## src/rtl/rr_arbiter8.sv

```systemverilog
// Eight-way round-robin arbiter with a registered one-hot grant that is held until released.
// Optional build macro ARB_TIMEOUT_EN adds a hold counter that forces rotation after MAX_HOLD cycles.

module Or8Way (
    input  logic [7:0] bits,
    output logic       y
);

    // Reduction OR of all eight inputs.
    always_comb begin
        y = |bits;
    end

endmodule

module rr_arbiter8 #(
    parameter int unsigned MAX_HOLD = 16
) (
    input  logic       clk,
    input  logic       reset,
    input  logic [7:0] req,
    output logic [7:0] grant,
    output logic [2:0] grant_idx,
    output logic       grant_valid,
    output logic       any_req
);

    typedef enum logic [0:0] {
        IDLE  = 1'b0,
        GRANT = 1'b1
    } state_t;

    if ((MAX_HOLD < 32'd1) || (MAX_HOLD > 32'd255)) begin : g_bad_max_hold
        $error("rr_arbiter8: MAX_HOLD must be within 1..255");
    end

    // Returns {found, index} of the first set bit of r, scanning start, start+1, ... modulo 8.
    function automatic logic [3:0] find_first(input logic [7:0] r, input logic [2:0] start);
        logic [3:0] res;
        logic [2:0] pos;
        res = 4'b0000;
        for (int k = 7; k >= 0; k--) begin
            pos = start + 3'(k);
            if (r[pos]) begin
                res = {1'b1, pos};
            end else begin
                res = res;
            end
        end
        return res;
    endfunction

    function automatic logic [7:0] to_onehot(input logic [2:0] i);
        return 8'(8'd1 << i);
    endfunction

    state_t     state_r;
    state_t     state_s;
    logic [2:0] ptr_r;
    logic [2:0] ptr_s;
    logic [7:0] grant_s;
    logic [2:0] idx_s;
    logic       valid_s;
    logic [7:0] others_s;
    logic [3:0] pick_ptr_s;
    logic [3:0] pick_next_s;
    logic [2:0] idx_inc_s;

`ifdef ARB_TIMEOUT_EN
    localparam logic [7:0] HOLD_LAST = 8'(MAX_HOLD - 32'd1);
    logic [7:0] hold_r;
    logic [7:0] hold_s;
`endif

    Or8Way u_any_req (
        .bits (req),
        .y    (any_req)
    );

    // Priority search candidates and next-state / next-grant decision.
    always_comb begin
        others_s    = req & ~grant;
        idx_inc_s   = grant_idx + 3'd1;
        pick_ptr_s  = find_first(req, ptr_r);
        pick_next_s = find_first(others_s, idx_inc_s);
        state_s     = state_r;
        ptr_s       = ptr_r;
        grant_s     = grant;
        idx_s       = grant_idx;
        valid_s     = grant_valid;
`ifdef ARB_TIMEOUT_EN
        hold_s      = hold_r;
`endif
        case (state_r)
            IDLE: begin
                if (any_req) begin
                    idx_s   = pick_ptr_s[2:0];
                    grant_s = to_onehot(pick_ptr_s[2:0]);
                    valid_s = 1'b1;
                    state_s = GRANT;
`ifdef ARB_TIMEOUT_EN
                    hold_s  = 8'd0;
`endif
                end else begin
                    idx_s   = 3'd0;
                    grant_s = 8'h00;
                    valid_s = 1'b0;
                end
            end
            GRANT: begin
                if (req[grant_idx]) begin
`ifdef ARB_TIMEOUT_EN
                    // Holder still requesting: rotate only once its budget is spent and someone waits.
                    if ((hold_r >= HOLD_LAST) && pick_next_s[3]) begin
                        idx_s   = pick_next_s[2:0];
                        grant_s = to_onehot(pick_next_s[2:0]);
                        ptr_s   = idx_inc_s;
                        hold_s  = 8'd0;
                    end else if (hold_r >= HOLD_LAST) begin
                        hold_s  = HOLD_LAST;
                    end else begin
                        hold_s  = hold_r + 8'd1;
                    end
`else
                    grant_s = grant;
`endif
                end else if (pick_next_s[3]) begin
                    idx_s   = pick_next_s[2:0];
                    grant_s = to_onehot(pick_next_s[2:0]);
                    ptr_s   = idx_inc_s;
`ifdef ARB_TIMEOUT_EN
                    hold_s  = 8'd0;
`endif
                end else begin
                    idx_s   = 3'd0;
                    grant_s = 8'h00;
                    valid_s = 1'b0;
                    ptr_s   = idx_inc_s;
                    state_s = IDLE;
                end
            end
            default: begin
                idx_s   = 3'd0;
                grant_s = 8'h00;
                valid_s = 1'b0;
                state_s = IDLE;
            end
        endcase
    end

    // State, pointer and registered grant outputs.
    always_ff @(posedge clk) begin
        if (reset) begin
            state_r     <= IDLE;
            ptr_r       <= 3'd0;
            grant       <= 8'h00;
            grant_idx   <= 3'd0;
            grant_valid <= 1'b0;
`ifdef ARB_TIMEOUT_EN
            hold_r      <= 8'd0;
`endif
        end else begin
            state_r     <= state_s;
            ptr_r       <= ptr_s;
            grant       <= grant_s;
            grant_idx   <= idx_s;
            grant_valid <= valid_s;
`ifdef ARB_TIMEOUT_EN
            hold_r      <= hold_s;
`endif
        end
    end

endmodule
```

## config.mk

```make
export PLATFORM = sky130hd
export DESIGN_NAME = rr_arbiter8
export DESIGN_NICKNAME = d
export VERILOG_FILES = /design/src/rtl/rr_arbiter8.sv
export SDC_FILE = /design/constraint.sdc
export NUM_CORES = 1
export LEC_CHECK = 0
export CORE_MARGIN = 2
export CORE_UTILIZATION = 30
export CTS_BUF_LIST = sky130_fd_sc_hd__clkbuf_4 sky130_fd_sc_hd__clkbuf_8
export CTS_CLUSTER_DIAMETER = 100
export CTS_CLUSTER_SIZE = 40
export DETAILED_ROUTE_END_ITERATION = 10
export GPL_ROUTABILITY_DRIVEN = 0
export MAX_ROUTING_LAYER = met4
export SYNTH_ARGS = -nofsm -noshare
export SYNTH_HDL_FRONTEND = slang
export SYNTH_HIERARCHICAL = 1
export SYNTH_SLANG_ARGS = --single-unit
```

## constraint.sdc

```tcl
create_clock -name clk -period 3.39 [get_ports clk]
set_input_delay 0.339 -clock clk [delete_from_list [all_inputs] [get_ports clk]]
set_output_delay 0.339 -clock clk [all_outputs]
set_load 0.005 [all_outputs]
```

==> qor.yml, run 1 <==
outcome:
  outcome: "complete, no violations"
routing:
  vias_per_cell: 6.220
  wl_um: 8480
  drt_pass1_iterations: 7
  detail-route-antenna-nets: 0
  first_iter_violations: 355
  vias: 2936
  wire_per_inst_um: 17.97
  drc_errors: 0
die:
  die_area_mm2: 0.009597
  core_area_mm2: 0.008636
  start_util: 0.3067
  die_x_um: 97.97
  die_y_um: 97.97
  io_pins: 23
  rows: 34
finish:
  antennaDiodeCount: 0
  final_nets: 380
  drive_gt1_frac: 0.2610
  areaGrowthSynthToFinish_pct: 24.04
  final_cells: 472
  layout_common_cells: "buf_4, nor2_1, nand2_1, clkdlybuf4s50_1"
  postLayoutCellArea_mm2: 0.003286
  final_util: 0.3805
  layout_commonest_cell: "buf_4"
grt:
  grt_max_degree: 28
  antenna_found_initial: 0
  grt-ovfl-total: 0
  track_usage: 0.1779
  grt_pass1_vias: 2638
  grt_pass1_wl_um: 13790
clocking:
  cts_root_buf: "clkbuf_8"
  cts_setup_buffers: 0
  cts_buffers: 3
  cts_tree: "built"
  insertion_delay_ns: 0.25
  cts_resized: 0
  numClockSinks: 16
  clockBufferDepth: 2
  path_clk_slew_ns: 0.06
  cts_hold_buf: 0
  cts_max_level: 1
synth:
  ys_seq_area_frac: 0.1209
  syn-cell-area_mm2: 0.002649
  synth_area_leader_cell: "mux4_2"
  syn_area_per_cell_um2: 8.226
  synth_nets: 336
  synth_async_sr_flop_share: 0
  ys_warn_count: 6
  synth_top_area_share: 0.1445
  synth-edff-count: 0
  synth_cells: 322
  synthTopCellsByArea: "mux4_2, dfxtp_1, mux2i_1"
  ys_ff_latch: 16
  synth_cell_types: 74
  ys.flop_type: "dfxtp_1"
sta:
  fmax_ghz: 0.3087
  fin_worst_skew_ns: 0.0009810
  hold_violations: 0
  grt_setup_unrepaired: "false"
  relSlewSlack: 0.6153
  final_period_minus_worst_setup_slack_ns: 3.239
  setup_tns_ns: 0
  worstMarginPinSlew_ns: 0.5753
  final.period_utilization: 0.9556
  maxSlewViolCount: 0
  setup_violations: 0
job:
  max-cap-violations: 0
power_and_ir_drop:
  peakVddDrop_mv: 0.4626
  leakagePower_nw: 1.193
  power_mw: 3.541
  pwr_density_cell_mw_per_mm2: 1078
placement:
  dp_hpwl_um: 6590
  postPlaceCellArea_mm2: 0.003199
  portBuffers: 22
  placedCellCount: 469
critical_path:
  crit_path_max_incr_delay_ns: 0.47
  endpoint_kind: "register"
  critPathArrivalTime_ns: 3.40
  start_kind: "register"
  path_cells: "inv_2 > ha_2 > and2_4 > a22o_1 > o31a_1 > o221ai_2 > a31oi_1 > a221o_1 > a21oi_2 > or4b_1 > o22ai_1"
  path_delay_family: "compound AO/OA/AOI/OAI gates"
  critPathMaxFanout: 9
  cp_slowest_cell: "or4b_1"
  cp.required_ns: 3.55
  worstSetupPathType: "register to register"
  worstPathBufferInverterCount: 1
worst_hold_path:
  hold_path_class: "register to register"
==> synth_stat cells (all sizes together), types with 5 or more instances <==
cell type,instances
a31oi,5
nor2b,12
dfxtp,16
a22oi,6
a311oi,8
o221ai,5
o22ai,7
nand2,27
mux2i,15
nor4,6
a21oi,19
nor3b,5
nor3,10
o21ai,9
clkbuf,7
a211oi,6
nand2b,9
mux4,17
buf,17
nor2,31
inv,10
nand3,7
==> worst min-delay path, cell delays in order (launching register included) <==
cell and delay (ns):
dfxtp_1 0.31, a21oi_1 0.12, nor2_1 0.05
==> power by group <==
group	leakage, nW	internal [mW]	switching, mW
clock network	0.0216	0.0788	0.0615
registers	0.132	0.248	0.0850
logic	1.04	1.38	1.69
total	1.19	1.71	1.83
==> kinds of logic (layout without fill, tap and decap cells) <==
family,count (synthesis),count (layout),synth area share
AO/OA/AOI/OAI,101,101,0.2886
buffers and inverters,34,76,0.06141
flip-flops,16,16,0.1209
multiplexers,36,36,0.2196
adder cells (fa/ha/maj),4,4,0.01890
XOR/XNOR,9,9,0.04063
AND/OR/NAND/NOR,122,122,0.2499
==> area by class of cell <==
class                           instances  area, um2
Sequential cell                        16      320.3
Multi-Input combinational cell        272       2211
Fill cell                             862       5350
Tap cell                              108      135.1
Clock buffer                            3      41.29
Inverter                               10      37.54
Timing Repair Buffer                   63      540.5
==> sequential cells by signal, indices dropped and copies added (netlist names) <==
signal / flops
grant_valid: 1
grant: 8
state_r: 1
ptr_r: 3
grant_idx: 3
==> metal layers <==
layer / wire length [um] / track usage / vias up
met4: 140 / 0.03419 / 0
met5: 0 / - / -
li1: - / - / 1348
met2: 3864 / 0.2756 / 192
met3: 801 / 0.01861 / 14
met1: 3674 / 0.2534 / 1382
==> path summary, 6_finish.rpt <==
path                              startpoint  slack [ns]  depth (start not counted)          end
worst min-delay path             grant_valid        0.53                          2  grant_valid
worst max register to register  grant_idx[0]        0.15                         11     grant[4]
worst max-delay path            grant_idx[0]        0.15                         11     grant[4]
worst min register to register   grant_valid        0.53                          2  grant_valid
==> through the flow <==
step	hold slack [ns]	setup slack, ns
after floorplan	0.4807	0.05923
after global placement	0.4866	0.09431
after detailed placement	0.4988	0.006794
after CTS	0.5254	0.06335
after global routing	0.5697	0.002611
final	0.5258	0.1506
No activity file was read; power rests on OpenSTA's default activity.
==> inputs of run 2 (changes only) <==
--- a/config.mk
+++ b/config.mk
@@ -5,6 +5,7 @@
 export SDC_FILE = /design/constraint.sdc
 export NUM_CORES = 1
 export LEC_CHECK = 0
+export CORE_ASPECT_RATIO = 1.5
 export CORE_MARGIN = 2
 export CORE_UTILIZATION = 30
 export CTS_BUF_LIST = sky130_fd_sc_hd__clkbuf_4 sky130_fd_sc_hd__clkbuf_8
@@ -13,6 +14,7 @@
 export DETAILED_ROUTE_END_ITERATION = 10
 export GPL_ROUTABILITY_DRIVEN = 0
 export MAX_ROUTING_LAYER = met4
+export SLEW_MARGIN = 5
 export SYNTH_ARGS = -nofsm -noshare
 export SYNTH_HDL_FRONTEND = slang
 export SYNTH_HIERARCHICAL = 1
==> qor.yml, run 2 (synthesized netlist as in run 1, its figures left out) <==
finish:
  antennaDiodeCount: 0  # unchanged
  layout_common_cells: "buf_4, nor2_1, nand2_1, clkdlybuf4s50_1"
  drive_gt1_frac: 0.2396  # -0.02143
  areaGrowthSynthToFinish_pct: 22.39
  reg_top3: "grant: 8 flops, grant_idx: 3 flops, ptr_r: 3 flops"
  largest_reg_flops: 8  # unchanged
  regMostFlops: "grant"
  final_nets: 374  # -1.6%
  layout_commonest_cell: "buf_4"
placement:
  portBuffers: 22  # unchanged
  dp_hpwl_um: 7150  # +8.5%
die:
  die_x_um: 80.72  # -18%
  core_area_mm2: 0.008723  # +1.0%
  io_pins: 23  # unchanged
  rows: 42  # +24%
  die_y_um: 119.1  # +22%
  die_area_mm2: 0.009612  # +0.16%
  start_util: 0.3036  # -0.003080
critical_path:
  rr_startpoint: "grant_idx[1]"
  crit_path_start: "grant_idx[1]"
  cp-endpoint: "grant[3]"
  start_kind: "register"
  worst-path-stages: 10  # -1
  cp_slowest_cell: "dfxtp_1"
  critPathArrivalTime_ns: 3.44  # +0.04 ns
  rr_worst_depth: 10  # -1
  path_cells: "ha_2 > xnor2_2 > buf_12 > nor3_1 > o21ai_0 > a211oi_1 > a21boi_1 > o31ai_4 > or3b_1 > a311oi_1"
  worstPathBufferInverterCount: 1  # unchanged
  r2r_setup_slack_ns: 0.11  # -0.04 ns
  crit_path_max_incr_delay_ns: 0.46  # about the same
  endpoint_kind: "register"
  cp.required_ns: 3.55  # about the same
  critPathMaxFanout: 14  # +5
  reg2reg_to: "grant[3]"
  worstSetupPathType: "register to register"
  path_delay_family: "compound AO/OA/AOI/OAI gates"
clocking:
  numClockSinks: 16  # unchanged
  clockBufferDepth: 2  # unchanged
  cts_max_level: 1  # unchanged
  cts_root_buf: "clkbuf_8"
  cts_tree: "built"
  path_clk_slew_ns: 0.07  # about the same
  cts_buffers: 3  # unchanged
  insertion_delay_ns: 0.26  # about the same
worst_hold_path:
  hold_path_class: "register to register"
  whs_path_depth: 2  # unchanged
grt:
  grt_pass1_vias: 2806  # +6.4%
  antenna_found_initial: 0  # unchanged
  grt-ovfl-total: 0  # unchanged
  track_usage: 0.1918  # +0.01387
  grt_max_degree: 24  # -14%
  grt_pass1_wl_um: 14080  # +2.1%
routing:
  drc_errors: 0  # unchanged
  drt_pass1_iterations: 4  # -3
  vias: 2859  # -2.6%
  wl_um: 9041  # +6.6%
  wire_per_inst_um: 19.28  # +7.3%
  vias_per_cell: 6.096  # -2.0%
  first_iter_violations: 243  # -32%
  detail-route-antenna-nets: 0  # unchanged
outcome:
  outcome: "complete, no violations"
power_and_ir_drop:
  peakVddDrop_mv: 0.4294  # -7.2%
  leakagePower_nw: 1.164  # -2.4%
  pwr_density_cell_mw_per_mm2: 1090  # +1.1%
  power_mw: 3.532  # -0.24%
sta:
  hold-worst-slack_ns: 0.5151  # -0.01071 ns
  maxSlewViolCount: 0  # unchanged
  final.period_utilization: 0.9679  # +0.01231
  worstMarginPinSlew_ns: 0.6850  # +0.1097 ns
  hold_violations: 0  # unchanged
  fmax_ghz: 0.3048  # -1.3%
  fin_worst_skew_ns: 0.001015  # +0.00003442 ns
  relSlewSlack: 0.5422  # -0.07306
  final_period_minus_worst_setup_slack_ns: 3.281  # +0.04174 ns
  setup_violations: 0  # unchanged
job:
  max-cap-violations: 0  # unchanged
-- run 2: cell types whose count changed in the layout (fill, tap and decap cells not counted), sizes merged --
| cell | delta |
|---|---|
| buf | -6 |
| clkbuf | +1 |
-- run 2: worst min path at each step --
stage / endpoint / slack [ns] / start
after floorplan: grant_valid / 0.48 / grant_valid
after global routing: grant_valid / 0.53 / grant_valid
after global placement: grant_valid / 0.49 / grant_valid
after detailed placement: grant_valid / 0.50 / grant_valid
after CTS: grant_valid / 0.52 / grant_valid
final: grant_valid / 0.52 / grant_valid
-- run 2: area by class of cell --
class,count,area [um2]
fillers,911,5482
repair buffers,57,495.5
multi-input cells,272,2195
inverters,10,37.54
well taps,110,137.6
flip-flops and latches,16,321.6
clock buffers,4,55.05
-- run 2: repair_timing --
item,CTS,global route
setup buffers,0,1
endpoints found under the setup margin,0,10
gates resized for setup,0,7
hold buffers,0,0
-- run 2: worst reg2reg max path: stages, from the launching register on --
cell and delay, ns:
dfxtp_1 0.46, ha_2 0.38, xnor2_2 0.11, buf_12 0.17, nor3_1 0.36, o21ai_0 0.17, a211oi_1 0.38, a21boi_1 0.36
o31ai_4 0.15, or3b_1 0.40, a311oi_1 0.24
-- run 2: through the flow --
stage | utilization | cells | cell area (um2) | setup TNS, ns | setup WS [ns]
after detailed placement | 0.3610 | 464 | 3149 | -0.009847 | -0.009847
final | 0.3716 | 469 | 3242 | 0 | 0.1089
after CTS | 0.3673 | 468 | 3204 | 0 | 0.02587
after floorplan | - | 322 | 2649 | 0 | 0.05923
after global placement | 0.3610 | 464 | 3149 | 0 | 0.03175
after global routing | 0.3716 | 469 | 3242 | -0.01002 | -0.01002
-- run 2: report_power, final --
part / switching (mW) / internal, mW
clock network: 0.0751 / 0.103
logic: 1.67 / 1.33
registers: 0.111 / 0.249
-- run 2: metal layers --
| layer | vias to the layer above | global-route usage | wire, um |
|---|---|---|---|
| met5 | - | - | 0 |
| met4 | 0 | 0.09322 | 466 |
| met3 | 30 | 0.01061 | 323 |
| met2 | 99 | 0.3505 | 4813 |
| met1 | 1394 | 0.2048 | 3438 |
| li1 | 1336 | - | - |
==> inputs of run 3 (changes only) <==
--- a/config.mk
+++ b/config.mk
@@ -14,6 +14,7 @@
 export DETAILED_ROUTE_END_ITERATION = 10
 export GPL_ROUTABILITY_DRIVEN = 0
 export MAX_ROUTING_LAYER = met4
+export PLACE_DENSITY = 0.56
 export SLEW_MARGIN = 5
 export SYNTH_ARGS = -nofsm -noshare
 export SYNTH_HDL_FRONTEND = slang
==> qor.yml, run 3 (synthesized netlist as in run 1, its figures left out) <==
finish:
  reg_top3: "grant: 8 flops, grant_idx: 3 flops, ptr_r: 3 flops"
  drive_gt1_frac: 0.2596  # +0.02001
  antennaDiodeCount: 0  # unchanged
  regMostFlops: "grant"
  largest_reg_flops: 8  # unchanged
  areaGrowthSynthToFinish_pct: 25.22
  final_cells: 476  # +1.5%
  layout_commonest_cell: "buf_4"
  layout_common_cells: "buf_4, nor2_1, nand2_1, clkdlybuf4s50_1"
  final_nets: 382  # +2.1%
die:
  die_y_um: 119.1  # unchanged
  start_util: 0.3036  # unchanged
  rows: 42  # unchanged
  io_pins: 23  # unchanged
  die_x_um: 80.72  # unchanged
  core_area_mm2: 0.008723  # unchanged
  die_area_mm2: 0.009612  # unchanged
clocking:
  clockBufferDepth: 2  # unchanged
  path_clk_slew_ns: 0.06  # about the same
  numClockSinks: 16  # unchanged
  cts_root_buf: "clkbuf_8"
  cts_max_level: 1  # unchanged
  insertion_delay_ns: 0.25  # about the same
  cts_hold_buf: 0  # unchanged
  cts_tree: "built"
  cts_buffers: 3  # unchanged
sta:
  postLayoutSetupSlackWorst_ns: 0.1703  # +0.06144 ns
  fmax_ghz: 0.3106  # +1.9%
  final.period_utilization: 0.9498  # -0.01812
  setup_violations: 0  # unchanged
  worstMarginPinSlew_ns: 0.5594  # -0.1256 ns
  setup_tns_ns: 0  # unchanged
  grt_setup_unrepaired: "false"
  hold-worst-slack_ns: 0.5071  # -0.008050 ns
  relSlewSlack: 0.6244  # +0.08219
  maxSlewViolCount: 0  # unchanged
  hold_violations: 0  # unchanged
  fin_worst_skew_ns: 0.001105  # +0.00008981 ns
  final_period_minus_worst_setup_slack_ns: 3.220  # -0.06144 ns
critical_path:
  critPathArrivalTime_ns: 3.38  # -0.06 ns
  crit_path_start: "grant_idx[0]"
  start_kind: "register"
  worstSetupPathType: "register to register"
  critPathMaxFanout: 16  # +2
  rr_startpoint: "grant_idx[0]"
  rr_worst_depth: 11  # +1
  endpoint_kind: "register"
  r2r_setup_slack_ns: 0.17  # +0.06 ns
  cp-endpoint: "grant[3]"
  reg2reg_to: "grant[3]"
  cp.required_ns: 3.55  # about the same
routing:
  first_iter_violations: 173  # -29%
  detail-route-antenna-nets: 0  # unchanged
  vias_per_cell: 6.055  # -0.68%
  vias: 2882  # +0.80%
  wire_per_inst_um: 19.39  # +0.57%
  drt_pass1_iterations: 5  # +1
  drc_errors: 0  # unchanged
  wl_um: 9228  # +2.1%
grt:
  track_usage: 0.2042  # +0.01247
  grt_pass1_wl_um: 14970  # +6.4%
  grt_max_degree: 21  # -13%
  antenna_found_initial: 0  # unchanged
  grt-ovfl-total: 0  # unchanged
  grt_pass1_vias: 2855  # +1.7%
power_and_ir_drop:
  pwr_density_cell_mw_per_mm2: 1084  # -0.55%
  peakVddDrop_mv: 0.4273  # -0.47%
  leakagePower_nw: 1.209  # +3.9%
placement:
  pre_cts_ws_ns: 0.04049  # +0.05033 ns
  portBuffers: 22  # unchanged
  placedCellCount: 472  # +1.7%
  dp_hpwl_um: 7339  # +2.6%
job:
  max-cap-violations: 0  # unchanged
worst_hold_path:
  hold_path_class: "register to register"
outcome:
  outcome: "complete, no violations"
[run 3: worst min-delay path by stage]
stage                start          end  cells past startpoint
3_5_place_dp   grant_valid  grant_valid                      2
6_report       grant_valid  grant_valid                      2
4_1_cts        grant_valid  grant_valid                      2
2_1_floorplan  grant_valid  grant_valid                      2
5_1_grt        grant_valid  grant_valid                      2
3_3_place_gp   grant_valid  grant_valid                      2
[run 3: what timing repair did]
item | in CTS | in global routing
resized for setup | 0 | 11
setup endpoints to repair | 0 | 9
endpoints found under the hold margin | 0 | 0
setup buffers | 0 | 1
[run 3: cell type report]
class	count	area, um2
multi-input cells	272	2221
inverters	10	37.54
fillers	940	5406
clock buffers	3	41.29
flip-flops and latches	16	320.3
repair buffers	65	559.3
well taps	110	137.6
[run 3: per-stage QoR]
| step | total power, mW | cell area (um2) | util |
|---|---|---|---|
| global placement | 3.292 | 3209 | 0.3679 |
| floorplan | 2.365 | 2649 | - |
| detailed placement | 3.306 | 3209 | 0.3679 |
| global route | 3.847 | 3317 | 0.3802 |
| finish | 3.594 | 3317 | 0.3802 |
| CTS | 3.468 | 3251 | 0.3726 |
[run 3: power by group]
part	switching [mW]	internal [mW]
Combinational	1.70	1.39
Sequential	0.116	0.248
Clock	0.0658	0.0788
Total	1.88	1.71
[run 3: worst max-delay path, cell delays in order (launching register included)]
cell      delay (ns)
dfxtp_1         0.36
buf_6           0.20
ha_2            0.26
xnor2_2         0.09
buf_12          0.18
nor3_1          0.38
o21ai_0         0.16
a211oi_1        0.38
a21boi_1        0.30
o31ai_2         0.16
or3b_1          0.42
a311oi_1        0.25
[run 3: metal layers]
metal | part of all wire | global-route usage | vias to the layer above
met2 | 0.52 | 0.3448 | 115
met4 | 0.064 | 0.1208 | 0
met3 | 0.038 | 0.009091 | 32
li1 | - | - | 1352
met5 | 0 | - | -
met1 | 0.38 | 0.2359 | 1383
